--- src/rtl/uop_sequencer_pkg.sv ---
// uop_sequencer_pkg
//   Shared definitions for the ECDSA curve point engine microprogram sequencer:
//   uop field bit positions, the opcode and exec encodings the sequencer has to
//   recognise, the FSM state type and small decode helpers.
//   No ports (package).
package uop_sequencer_pkg;

  localparam int OPCODE_W = 6;
  localparam int SEL_W    = 4;
  localparam int EXEC_W   = 2;

  // uop word layout: [19:14] opcode, [13:10] src_a, [9:6] src_b, [5:2] dst, [1:0] exec
  localparam int UOP_OPCODE_HI = 19;
  localparam int UOP_OPCODE_LO = 14;
  localparam int UOP_SRC_A_HI  = 13;
  localparam int UOP_SRC_A_LO  = 10;
  localparam int UOP_SRC_B_HI  = 9;
  localparam int UOP_SRC_B_LO  = 6;
  localparam int UOP_DST_HI    = 5;
  localparam int UOP_DST_LO    = 2;
  localparam int UOP_EXEC_HI   = 1;
  localparam int UOP_EXEC_LO   = 0;

  // One-hot opcode order {CMP,MOV,ADD,SUB,MUL,RDY}
  localparam logic [OPCODE_W-1:0] OPCODE_CMP = 6'b100000;
  localparam logic [OPCODE_W-1:0] OPCODE_RDY = 6'b000001;

  // exec field: 00 always, 01 only when the CMP flag is set, 1x never
  localparam logic [EXEC_W-1:0] UOP_EXEC_ALWAYS     = 2'b00;
  localparam logic [EXEC_W-1:0] UOP_EXEC_PZT1T2_0XX = 2'b01;

  typedef enum logic [2:0] {
    ST_IDLE   = 3'd0,
    ST_FETCH  = 3'd1,
    ST_DECODE = 3'd2,
    ST_ISSUE  = 3'd3,
    ST_WAIT   = 3'd4,
    ST_DONE   = 3'd5
  } seq_state_t;

  // A uop is sent to the worker only when its opcode is a single worker
  // operation; RDY, zero and multi-hot opcodes all end the program.
  function automatic logic opcode_runnable(input logic [OPCODE_W-1:0] op);
    return $onehot(op) && (op != OPCODE_RDY);
  endfunction

  function automatic logic exec_enabled(input logic [EXEC_W-1:0] exec,
                                        input logic              cmp_flag);
    logic en;
    en = 1'b0;
    if (exec == UOP_EXEC_ALWAYS) begin
      en = 1'b1;
    end else if (exec == UOP_EXEC_PZT1T2_0XX) begin
      en = cmp_flag;
    end
    return en;
  endfunction

endpackage

--- src/rtl/uop_sequencer.sv ---
// uop_sequencer
//   Microprogram sequencer for the ECDSA curve point engine. Walks a uop ROM
//   from address 0, decodes each uop, issues it to the modular-arithmetic
//   worker, applies conditional execution from the CMP flag and reports
//   completion when an RDY (or malformed) opcode is fetched. Running off the
//   end of the program space ends the run with err=1.
//
// Ports
//   clk, rst_n   clock, synchronous active-low reset
//   ena          start pulse, accepted only while rdy=1
//   rdy          1 = idle / program finished
//   err          1 = last run ended on address overflow
//   uop_addr     ROM address
//   uop_data     ROM word, valid ROM_LAT cycles after uop_addr
//   wrk_ena      one-cycle issue pulse to the worker
//   wrk_opcode   one-hot opcode, held from issue until worker completion
//   wrk_src_a/b  operand selects, wrk_dst destination select (held likewise)
//   wrk_rdy      worker done; sampled only in WAIT, never in the issue cycle
//   wrk_cmp_eq   CMP result, sampled together with wrk_rdy after a CMP
//   fsm_state    current sequencer state (observation only)
//
// Handshake: wrk_ena is a single-cycle request with no backpressure. After
// the issue cycle the sequencer waits for wrk_rdy=1; the worker is expected
// to drop wrk_rdy on the clock edge where it sees wrk_ena and raise it again
// when the operation is finished, for as many cycles as it needs.
module uop_sequencer
  import uop_sequencer_pkg::*;
#(
  parameter int UOP_ADDR_W = 6,
  parameter int UOP_W      = 20,
  parameter int ROM_LAT    = 1
) (
  input  logic                  clk,
  input  logic                  rst_n,
  input  logic                  ena,
  output logic                  rdy,
  output logic                  err,
  output logic [UOP_ADDR_W-1:0] uop_addr,
  input  logic [UOP_W-1:0]      uop_data,
  output logic                  wrk_ena,
  output logic [OPCODE_W-1:0]   wrk_opcode,
  output logic [SEL_W-1:0]      wrk_src_a,
  output logic [SEL_W-1:0]      wrk_src_b,
  output logic [SEL_W-1:0]      wrk_dst,
  input  logic                  wrk_rdy,
  input  logic                  wrk_cmp_eq,
  output seq_state_t            fsm_state
);

  localparam logic [1:0]            FETCH_LAST = 2'(ROM_LAT - 1);
  localparam logic [UOP_ADDR_W-1:0] ADDR_LAST  = {UOP_ADDR_W{1'b1}};

  seq_state_t            state, state_nxt;
  logic [1:0]            fetch_cnt;
  logic                  cmp_flag;

  logic                  addr_clr, addr_inc, err_set, err_clr;
  logic                  cnt_inc, fields_load, flag_load;
  logic                  at_last;

  logic [OPCODE_W-1:0]   dec_opcode;
  logic [SEL_W-1:0]      dec_src_a, dec_src_b, dec_dst;
  logic [EXEC_W-1:0]     dec_exec;

  assign dec_opcode = uop_data[UOP_OPCODE_HI:UOP_OPCODE_LO];
  assign dec_src_a  = uop_data[UOP_SRC_A_HI:UOP_SRC_A_LO];
  assign dec_src_b  = uop_data[UOP_SRC_B_HI:UOP_SRC_B_LO];
  assign dec_dst    = uop_data[UOP_DST_HI:UOP_DST_LO];
  assign dec_exec   = uop_data[UOP_EXEC_HI:UOP_EXEC_LO];

  assign at_last   = (uop_addr == ADDR_LAST);
  assign rdy       = (state == ST_IDLE);
  assign wrk_ena   = (state == ST_ISSUE);
  assign fsm_state = state;

  always_comb begin
    state_nxt   = state;
    addr_clr    = 1'b0;
    addr_inc    = 1'b0;
    err_set     = 1'b0;
    err_clr     = 1'b0;
    cnt_inc     = 1'b0;
    fields_load = 1'b0;
    flag_load   = 1'b0;
    case (state)
      ST_IDLE: begin
        if (ena) begin
          addr_clr  = 1'b1;
          err_clr   = 1'b1;
          state_nxt = ST_FETCH;
        end
      end
      ST_FETCH: begin
        if (fetch_cnt == FETCH_LAST) begin
          state_nxt = ST_DECODE;
        end else begin
          cnt_inc = 1'b1;
        end
      end
      ST_DECODE: begin
        fields_load = 1'b1;
        if (!opcode_runnable(dec_opcode)) begin
          state_nxt = ST_DONE;
        end else if (!exec_enabled(dec_exec, cmp_flag)) begin
          // A skipped uop still advances the address, so it can also overflow.
          if (at_last) begin
            err_set   = 1'b1;
            state_nxt = ST_DONE;
          end else begin
            addr_inc  = 1'b1;
            state_nxt = ST_FETCH;
          end
        end else begin
          state_nxt = ST_ISSUE;
        end
      end
      ST_ISSUE: begin
        state_nxt = ST_WAIT;
      end
      ST_WAIT: begin
        if (wrk_rdy) begin
          flag_load = (wrk_opcode == OPCODE_CMP);
          if (at_last) begin
            err_set   = 1'b1;
            state_nxt = ST_DONE;
          end else begin
            addr_inc  = 1'b1;
            state_nxt = ST_FETCH;
          end
        end
      end
      ST_DONE: begin
        state_nxt = ST_IDLE;
      end
      default: begin
        state_nxt = ST_IDLE;
      end
    endcase
  end

  always_ff @(posedge clk) begin
    if (!rst_n) begin
      state <= ST_IDLE;
    end else begin
      state <= state_nxt;
    end
  end

  always_ff @(posedge clk) begin
    if (!rst_n) begin
      fetch_cnt  <= '0;
      uop_addr   <= '0;
      err        <= 1'b0;
      cmp_flag   <= 1'b0;
      wrk_opcode <= '0;
      wrk_src_a  <= '0;
      wrk_src_b  <= '0;
      wrk_dst    <= '0;
    end else begin
      // The counter restarts every time FETCH is left, so each fetch waits
      // exactly ROM_LAT cycles.
      if (cnt_inc) begin
        fetch_cnt <= fetch_cnt + 2'd1;
      end else begin
        fetch_cnt <= '0;
      end

      if (addr_clr) begin
        uop_addr <= '0;
      end else if (addr_inc) begin
        uop_addr <= uop_addr + 1'b1;
      end

      if (err_clr) begin
        err <= 1'b0;
      end else if (err_set) begin
        err <= 1'b1;
      end

      if (flag_load) begin
        cmp_flag <= wrk_cmp_eq;
      end

      if (fields_load) begin
        wrk_opcode <= dec_opcode;
        wrk_src_a  <= dec_src_a;
        wrk_src_b  <= dec_src_b;
        wrk_dst    <= dec_dst;
      end
    end
  end

endmodule

--- config.mk ---
export PLATFORM = sky130hd
export DESIGN_NAME = uop_sequencer
export DESIGN_NICKNAME = d
export VERILOG_FILES = /design/src/rtl/uop_sequencer_pkg.sv /design/src/rtl/uop_sequencer.sv
export SDC_FILE = /design/constraint.sdc
export NUM_CORES = 1
export LEC_CHECK = 0
export CORE_ASPECT_RATIO = 1.25
export CORE_MARGIN = 1.5
export CORE_UTILIZATION = 48
export DETAILED_ROUTE_END_ITERATION = 7
export PLACE_DENSITY = 0.95
export REMOVE_ABC_BUFFERS = 1
export SLEW_MARGIN = 0
export SYNTH_ARGS = -nofsm -noshare
export SYNTH_HDL_FRONTEND = slang
export SYNTH_SLANG_ARGS = --single-unit
--- constraint.sdc ---
create_clock -name clk -period 7.4 [get_ports clk]
set_input_delay 0.74 -clock clk [delete_from_list [all_inputs] [get_ports clk]]
set_output_delay 0.74 -clock clk [all_outputs]
set_load 0.005 [all_outputs]
**After elaboration in Yosys (flattened, before gate mapping)**

Cells that the tools add are included.

- Input port bits: 25
- Latch bits: 0
- RAM bits: 0
- Memories: 0
- Output and inout bits: 30
- Register bits after elaboration: 31
- Logic and storage cells: 64
- Bits in read-only memories: 0

- Reduce and logical (&&, ||, !) cells: 7
- Bitwise logic cells: 1
- Shift-type cells: 0
- Eq/ne operators: 12
- Multipliers: 0
- Add/subtract/negate cells: 7
- $lt $le $gt $ge: 0
- Muxes and demuxes: 28
- Div/mod/pow operators: 0

Operator list:

| operator | count |
|---|---|
| $mux W1 | 19 |
| $mux W3 | 6 |
| $pmux W3 S5 | 1 |
| $eq A6 B6 Y1 const B | 2 |
| $add A1 B1 Y2 | 3 |
| $add A6 B1 Y6 const B | 1 |
| $eq A3 B1 Y1 const B | 2 |
| $eq A3 B2 Y1 const B | 2 |
| $ne A2 B2 Y1 const B | 3 |
| $ne A6 B1 Y1 const B | 1 |
| $logic_not A2 Y1 | 2 |
| $pmux W1 S2 | 2 |
| $add A2 B2 Y3 | 1 |
| $add A3 B2 Y3 | 1 |
| $eq A3 B3 Y1 const B | 1 |
| $logic_not A3 Y1 | 1 |
| $reduce_and A3 Y1 | 1 |
| $add A2 B1 Y2 const B | 1 |
| $eq A2 B1 Y1 const B | 1 |
| $reduce_and A2 Y1 | 1 |
| $reduce_or A2 Y1 | 1 |
| $logic_and A1 B1 Y1 | 1 |
| $not A1 Y1 | 1 |

**Logic depth before layout (Yosys ltp)**

Gate-level depths: netlist (run 1).

- Depth after elaboration: 10
- Depth in mapped cells: 11
- Depth with buffers taken out: 11

**Worst setup path before layout (run 1)**

OpenSTA, ideal clock, no wires.

- Path kind: in2reg
- Start point: input port uop_data[14]
- End point: register uop_addr[4]
- Stages: 11
- Slack: 3.752 ns
- Buffers on the path: 0
- Data required time: 7.284 ns
- Setup time: 0.116 ns
- Arrival: 3.532 ns
- Path through: inv_1 > fa_1 > fa_1 > inv_1 > ha_1 > fa_1 > nor3b_1 > o211ai_4 > o31ai_4 > a211oi_1 > a41o_1

- Cells in the longest elaborated chain, start to end: 7
- Elaborated cells on any way between the ends: 8
- Those cells by class: add/sub: 3; eq/ne: 2; mux: 2; reduce/logical: 1

RTL lines:

| element | RTL line | source |
|---|---|---|
| start, declared | uop_sequencer.sv:39 | `input logic [UOP_W-1:0] uop_data,` |
| $add A1 B1 Y2 (not written as such) | uop_sequencer_pkg.sv:44 | `return $onehot(op) && (op != OPCODE_RDY);` |
| $add A2 B2 Y3 (not written as such) | uop_sequencer_pkg.sv:44 |  |
| $add A3 B2 Y3 (not written as such) | uop_sequencer_pkg.sv:44 |  |
| $eq A3 B1 Y1 | uop_sequencer_pkg.sv:44 |  |
| $logic_and A1 B1 Y1 * | uop_sequencer_pkg.sv:44 |  |
| $mux W1 * | uop_sequencer.sv:102 | `if (!opcode_runnable(dec_opcode)) begin` |
| $pmux W1 S2 * | uop_sequencer.sv:85 | `case (state)` |
| end signal, assigned | uop_sequencer.sv:171 | `uop_addr <= uop_addr + 1'b1;` |
| end, declared | uop_sequencer.sv:38 | `output logic [UOP_ADDR_W-1:0] uop_addr,` |

Mark *: on every way between the ends. The rest lies on a longest branch, timed or not.
A chain may end at the register's enable or synchronous reset.

**Worst setup path in the final report (run 1)**

Same ends and word-level chain as after synthesis.

==> key figures, run 1 <==
Critical path
  • CP endpoint kind: register
  • Kind of critical path: primary input to register
  • Setup slack, reg-to-reg: 5.06 ns
  • Startpoint Class: primary input
  • Arrival time reported for the critical path endpoint: 4.23 ns
  • Required time of the critical path: ~7.6 ns
  • Max Fanout on Critical Path: 7

Timing
  • Post-Route Hold Slack: about 0.42 ns
  • Final count of hold timing violations: 0
  • Minimum clock period: 4.054 ns
  • Tightest Pin Transition: just over 0.8 ns
  • Max-slew violation count: 0
  • Post-route fraction of the period consumed by the critical path: 0.5479
  • Unrepaired setup endpoints after global routing: no
  • Number of failing setup endpoints in the final timing report: 0
  • Setup Skew: between 0.002 and 0.0025 ns
  • Final TNS setup: 0 ns
  • Worst slew margin: 0.4566
  • Min setup slack post-route: around 3.3 ns
  • FMAX: 246.7 MHz

Placed design
  • Number of I/O port buffers: 54
  • Number of instances in the placed design: 270
  • Detailed placer's ending HPWL: around 2600 um
  • Final Wtd Congestion: 0.8028
  • Cell area reported after detailed placement: 0.002128 sq mm
  • Post-placement worst setup slack: between 3 and 4 ns

Finish
  • Number of fill cells: 260
  • Final core utilization: 0.7000
  • Share of final-layout standard cells stronger than drive strength 1: 0.04583
  • Multi-input logic area: between 800 and 900 sq um
  • Most common library cell in the layout ignoring fill and taps: clkdlybuf4s50_1
  • Area Overhead vs Synth: 41.00%
  • Diode count: 0
  • FF/Latch Area: approximately 620 sq um
  • Final standard cell count with taps included and fillers excluded: about 280
  • Most frequent cells in the layout: clkdlybuf4s50_1 (54), nand2_1 (41), dfxtp_1 (31), a21boi_0 (20), inv_1 (17)
  • Final std cell area, no fill: between 0.002 and 0.0025 sq mm
  • Number of nets at the end of the flow: 272

Run status
  • Status: complete, no violations

Clock network
  • Clock input transition at the sequential cells of the worst setup and hold paths: 0.06 ns
  • Number of post-CTS setup repair buffers: 0
  • CTS tree: done
  • Hold-fix buffer count after cts: 0
  • Number of buffers between clock root and the deepest sink: 2
  • Worst skew pair latency: 0.28 ns
  • Clock tree root buffer cell: clkbuf_8
  • Clock Sinks: 31
  • Number of buffers added by the clock tree synthesis step: 5
  • CTS H-Tree Depth: 2
  • Post-cts repair resize count: 0

Synthesis
  • Largest cells by area after synthesis: dfxtp_1 (39%), nand2_1 (9.8%), a21boi_0 (9.6%), inv_1 (4.1%), fa_1 (3.8%)
  • Cell type with the highest aggregate area in the netlist: dfxtp_1
  • Flops & latches, synth: 31
  • Average instance area after synthesis: approximately 8.5 sq um
  • Count of yosys warnings during synthesis: 0
  • Area share of the largest cell type after synthesis: 0.3949
  • Number of standard cells after synthesis: 185
  • Distinct cell type count of the synthesized netlist: 40
  • Area of the mapped netlist: 0.001572 sq mm
  • Portion of the post-synthesis area used by sequential elements: 0.3949

Pwr
  • Worst VDD drop: between 0.00015 and 0.0002 V
  • Pleak: roughly 0.84 nW
  • Power per cell area: 169.8 mW/mm^2
  • Final Power: between 0.3 and 0.4 mW

GRT
  • GR Util All Layers: 0.2245
  • Initial antenna violation count: 0
  • Remaining global-route overflow: 0
  • Largest net degree at the start of global routing: 25
  • First-pass GRT wire length: 5913 um
  • Via count of the first global-routing pass: about 1,400

Drt
  • Via density per instance: about 5.2
  • Detailed-route wire length: between 3000 and 4000 um
  • Routed wire per std cell: around 13 um
  • Detailed-router iteration count before antenna repair: 4
  • Vias after detailed routing: 1,448
  • Final routed DRC violation total: 0
  • Initial detailed-routing violation count: 31
  • ANT nets after route: 0

Floorplan
  • Die width: roughly 54 um
  • Core box area: between 0.003 and 0.004 sq mm
  • Initial core utilization: 0.4964
  • Total Die Area: between 0.003 and 0.004 sq mm
  • Site row count: 23
  • Number of top-level pins: 55
  • Die span in y: roughly 67 um

Flow run
  • Number of violations of the max-capacitance limit: 0

Worst hold path
  • Path category of the worst min-delay check: register to register
[cell families after synthesis]
group	count (synthesis)	share of synthesized area
compound gates	45	0.2189
flops	31	0.3949
simple gates	74	0.2277
mux	2	0.01274
buf+inv	24	0.06449
fa+ha+maj	7	0.07007
xor+xnor	2	0.01115
[cell type report]
type / instances / share of cell area
well taps: 37 / 0.02089
flip-flops and latches: 31 / 0.2801
clock inverters: 1 / 0.002259
inverters: 17 / 0.02880
clock buffers: 6 / 0.03727
repair buffers: 55 / 0.2473
multi-input cells: 130 / 0.3834
[metal layers]
layer / share of wire / vias up / global-route usage
met3: 0.068 / 10 / 0.09193
met2: 0.47 / 53 / 0.3389
met5: 0 / - / 0
met4: 0.026 / 0 / 0.1031
li1: - / 733 / -
met1: 0.44 / 652 / 0.2723
[power by group]
part | switching (mW) | internal [mW] | leakage [nW]
combinational | 0.0294 | 0.0360 | 0.544
clock | 0.0603 | 0.0728 | 0.0470
sequential | 0.00588 | 0.172 | 0.251
[registers in the layout, indices dropped and copies added, names as in the netlist]
register    cells
fetch_cnt       2
wrk_src_b       4
fsm_state       3
wrk_src_a       4
wrk_opcode      6
uop_addr        6
err             1
cmp_flag        1
wrk_dst         4
[cell usage after synthesis, drive strengths merged]
master,number
nand2,41
dfxtp,31
a21boi,20
inv,17
nor2,11
a21oi,8
clkbuf,5
nand3,5
ha,4
o21ai,4
and3,3
fa,3
nor3b,3
buf,2
mux2i,2
nand4,2
nor4bb,2
o211a,2
o22ai,2
a211oi,1
a21o,1
a31o,1
a41o,1
a41oi,1
and2,1
and4b,1
nand4b,1
nor2b,1
nor3,1
nor4,1
o211ai,1
o21bai,1
o311ai,1
o31ai,1
or4b,1
xnor2,1
xor2,1
[worst max-delay path, cell delays in order]
cell and delay, ns:
clkdlybuf4s50_1 0.50, inv_1 0.07, fa_1 0.49, fa_1 0.50, inv_1 0.04, ha_1 0.18
fa_1 0.43, nor3b_1 0.38, o211ai_4 0.14, o31ai_4 0.42, a211oi_1 0.13, a41o_1 0.21
[worst paths after layout]
| path | startpoint | to | depth (start not counted) |
|---|---|---|---|
| worst max-delay path | uop_data[14] | uop_addr[4] | 12 |
| worst min-delay path | fetch_cnt[0] | fetch_cnt[0] | 1 |
| worst max register to register | fsm_state[1] | uop_addr[4] | 5 |
| worst min register to register | fetch_cnt[0] | fetch_cnt[0] | 1 |
Note: power is estimated with default switching activity, not from simulation.
==> run 2: changes to the inputs <==
--- a/config.mk
+++ b/config.mk
@@ -7,9 +7,9 @@
 export LEC_CHECK = 0
 export CORE_ASPECT_RATIO = 1.25
 export CORE_MARGIN = 1.5
-export CORE_UTILIZATION = 48
+export CORE_UTILIZATION = 40
 export DETAILED_ROUTE_END_ITERATION = 7
-export PLACE_DENSITY = 0.95
+export PLACE_DENSITY = 0.87
 export REMOVE_ABC_BUFFERS = 1
 export SLEW_MARGIN = 0
 export SYNTH_ARGS = -nofsm -noshare
==> constraint.sdc (replaced) <==
create_clock -name clk -period 3.6 [get_ports clk]
set_input_delay 0.36 -clock clk [delete_from_list [all_inputs] [get_ports clk]]
set_output_delay 0.36 -clock clk [all_outputs]
set_load 0.005 [all_outputs]
==> run 2 against run 1 <==
Critical path depth grew 2. First-iteration DRC count grew 9.7%. Setup slack got worse by 3.2 ns. Register-to-register slack got worse by 3.6 ns. Final cell count is 9.0% higher. Sequential power is 110% higher. Die area rose by 19%. Clock power is 110% higher. Core utilization decreased by 9.2 points. Largest power group unchanged.
==> key figures, run 2 (synthesis results as in run 1) <==
Finish
  • Multi-input logic area: between 800 and 900 sq um
  • FF/Latch Area: 620.6 sq um
  • Final standard cell count with taps included and fillers excluded: 302
  • Most frequent cells in the layout: clkdlybuf4s50_1 (54), nand2_1 (41), dfxtp_1 (31), a21boi_0 (20), inv_1 (17)
  • Most common library cell in the layout ignoring fill and taps: clkdlybuf4s50_1
  • Final std cell area, no fill: 0.002302 sq mm
  • Largest registers: uop_addr: 6 flops, wrk_opcode: 6 flops
  • Number of fill cells: between 300 and 400
  • Share of final-layout standard cells stronger than drive strength 1: 0.08065
  • Final core utilization: 0.6083
  • Area Overhead vs Synth: 46.50%
  • Diode count: 0
  • Number of nets at the end of the flow: 280

GRT
  • Remaining global-route overflow: 0
  • Initial antenna violation count: 0
  • Largest net degree at the start of global routing: 25
  • GR Util All Layers: 0.1869
  • First-pass GRT wire length: 6141 um
  • Via count of the first global-routing pass: around 1,400

Clock network
  • Number of buffers between clock root and the deepest sink: 2
  • Worst skew pair latency: 0.29 ns
  • Clock tree root buffer cell: clkbuf_8
  • Clock input transition at the sequential cells of the worst setup and hold paths: about 0.07 ns
  • Number of buffers added by the clock tree synthesis step: 5
  • CTS tree: done
  • CTS H-Tree Depth: 2
  • Clock Sinks: 31

Placed design
  • Final Wtd Congestion: 0.8349
  • Detailed placer's ending HPWL: between 2000 and 3000 um
  • Number of I/O port buffers: 54
  • Number of instances in the placed design: roughly 300
  • Cell area reported after detailed placement: around 0.0022 sq mm
  • Post-placement worst setup slack: -0.2975 ns

Critical path
  • Kind of critical path: primary input to register
  • Startpoint Class: primary input
  • Arrival time reported for the critical path endpoint: between 3 and 4 ns
  • CP endpoint kind: register
  • Max Fanout on Critical Path: 7
  • Setup slack, reg-to-reg: 1.48 ns
  • Required time of the critical path: ~3.8 ns
  • Worst R2R Path Depth: 6

Timing
  • Min setup slack post-route: around 0.16 ns
  • Post-route fraction of the period consumed by the critical path: 0.9559
  • Final count of hold timing violations: 0
  • Unrepaired setup endpoints after global routing: no
  • Minimum clock period: around 3.4 ns
  • FMAX: approximately 290 MHz
  • Worst slew margin: 0.5382
  • Max-slew violation count: 0
  • Setup Skew: 0.007243 ns
  • Number of failing setup endpoints in the final timing report: 0
  • Tightest Pin Transition: around 0.69 ns

Floorplan
  • Die span in y: approximately 73 um
  • Site row count: 25
  • Core box area: around 0.0038 sq mm
  • Die width: between 50 and 60 um
  • Initial core utilization: 0.4152
  • Total Die Area: approximately 0.0043 sq mm
  • Number of top-level pins: 55

Drt
  • Final routed DRC violation total: 0
  • Routed wire per std cell: ~12 um
  • Detailed-router iteration count before antenna repair: 4
  • Via density per instance: 5.007
  • Initial detailed-routing violation count: 34
  • ANT nets after route: 0
  • Detailed-route wire length: 3719 um
  • Vias after detailed routing: 1,512

Pwr
  • Power per cell area: 343.0 mW/mm^2
  • Final Power: 0.7897 mW
  • Pleak: 0.8862 nW
  • Worst VDD drop: about 0.00025 V

Run status
  • Status: complete, no violations

Worst hold path
  • Worst Hold Path Cells: 1
  • Path category of the worst min-delay check: register to register

Flow run
  • Number of violations of the max-capacitance limit: 0
[run 2: cell count changes in the layout (fill, tap and decap cells not counted)]
cell	previous run	this run
nor3b_2	0	1
buf_4	1	9
nor3b_1	2	1
[run 2: layer usage]
metal | GRT usage | vias up | share of wire
met4 | 0.07071 | 0 | 0.014
met5 | 0 | - | 0
met3 | 0.06560 | 6 | 0.067
met1 | 0.2204 | 700 | 0.43
met2 | 0.3086 | 56 | 0.49
li1 | - | 750 | -
[run 2: timing repair]
action,CTS,global route
resized for setup,0,1
hold buffers,0,0
setup endpoints to repair,0,5
setup buffers,0,1
[run 2: worst paths after layout]
path	startpoint	end
worst max-delay path	uop_data[14]	uop_addr[4]
worst max register to register	fsm_state[2]	uop_addr[4]
worst min register to register	fetch_cnt[0]	fetch_cnt[0]
worst min-delay path	fetch_cnt[0]	fetch_cnt[0]
[run 2: final cells by class]
cell class	count	share of cell area
sequential	31	0.2696
clock buffer	6	0.03587
multi-input combinational	130	0.3712
clock inverter	1	0.002174
tap	54	0.02935
timing repair buffer	63	0.2641
inverter	17	0.02772
[run 2: worst max-delay path, cell delays in order]
cell	delay, ns
clkdlybuf4s50_1	0.48
inv_1	0.06
fa_1	0.49
fa_1	0.50
inv_1	0.04
ha_1	0.18
fa_1	0.45
nor3b_2	0.19
buf_4	0.14
o211ai_4	0.07
o31ai_4	0.17
buf_4	0.18
a211oi_1	0.08
a41o_1	0.22
[run 2: where the power goes]
group / internal [mW] / switching, mW
Clock: 0.150 / 0.127
Sequential: 0.353 / 0.0124
Combinational: 0.0834 / 0.0642
[run 2: metrics by stage]
step,TNS [ns],hold WS (ns)
after floorplan,0,0.3985
after global placement,-0.5065,0.4069
after detailed placement,-1.358,0.4119
after CTS,0,0.4204
after global routing,0,0.4427
final,0,0.4187
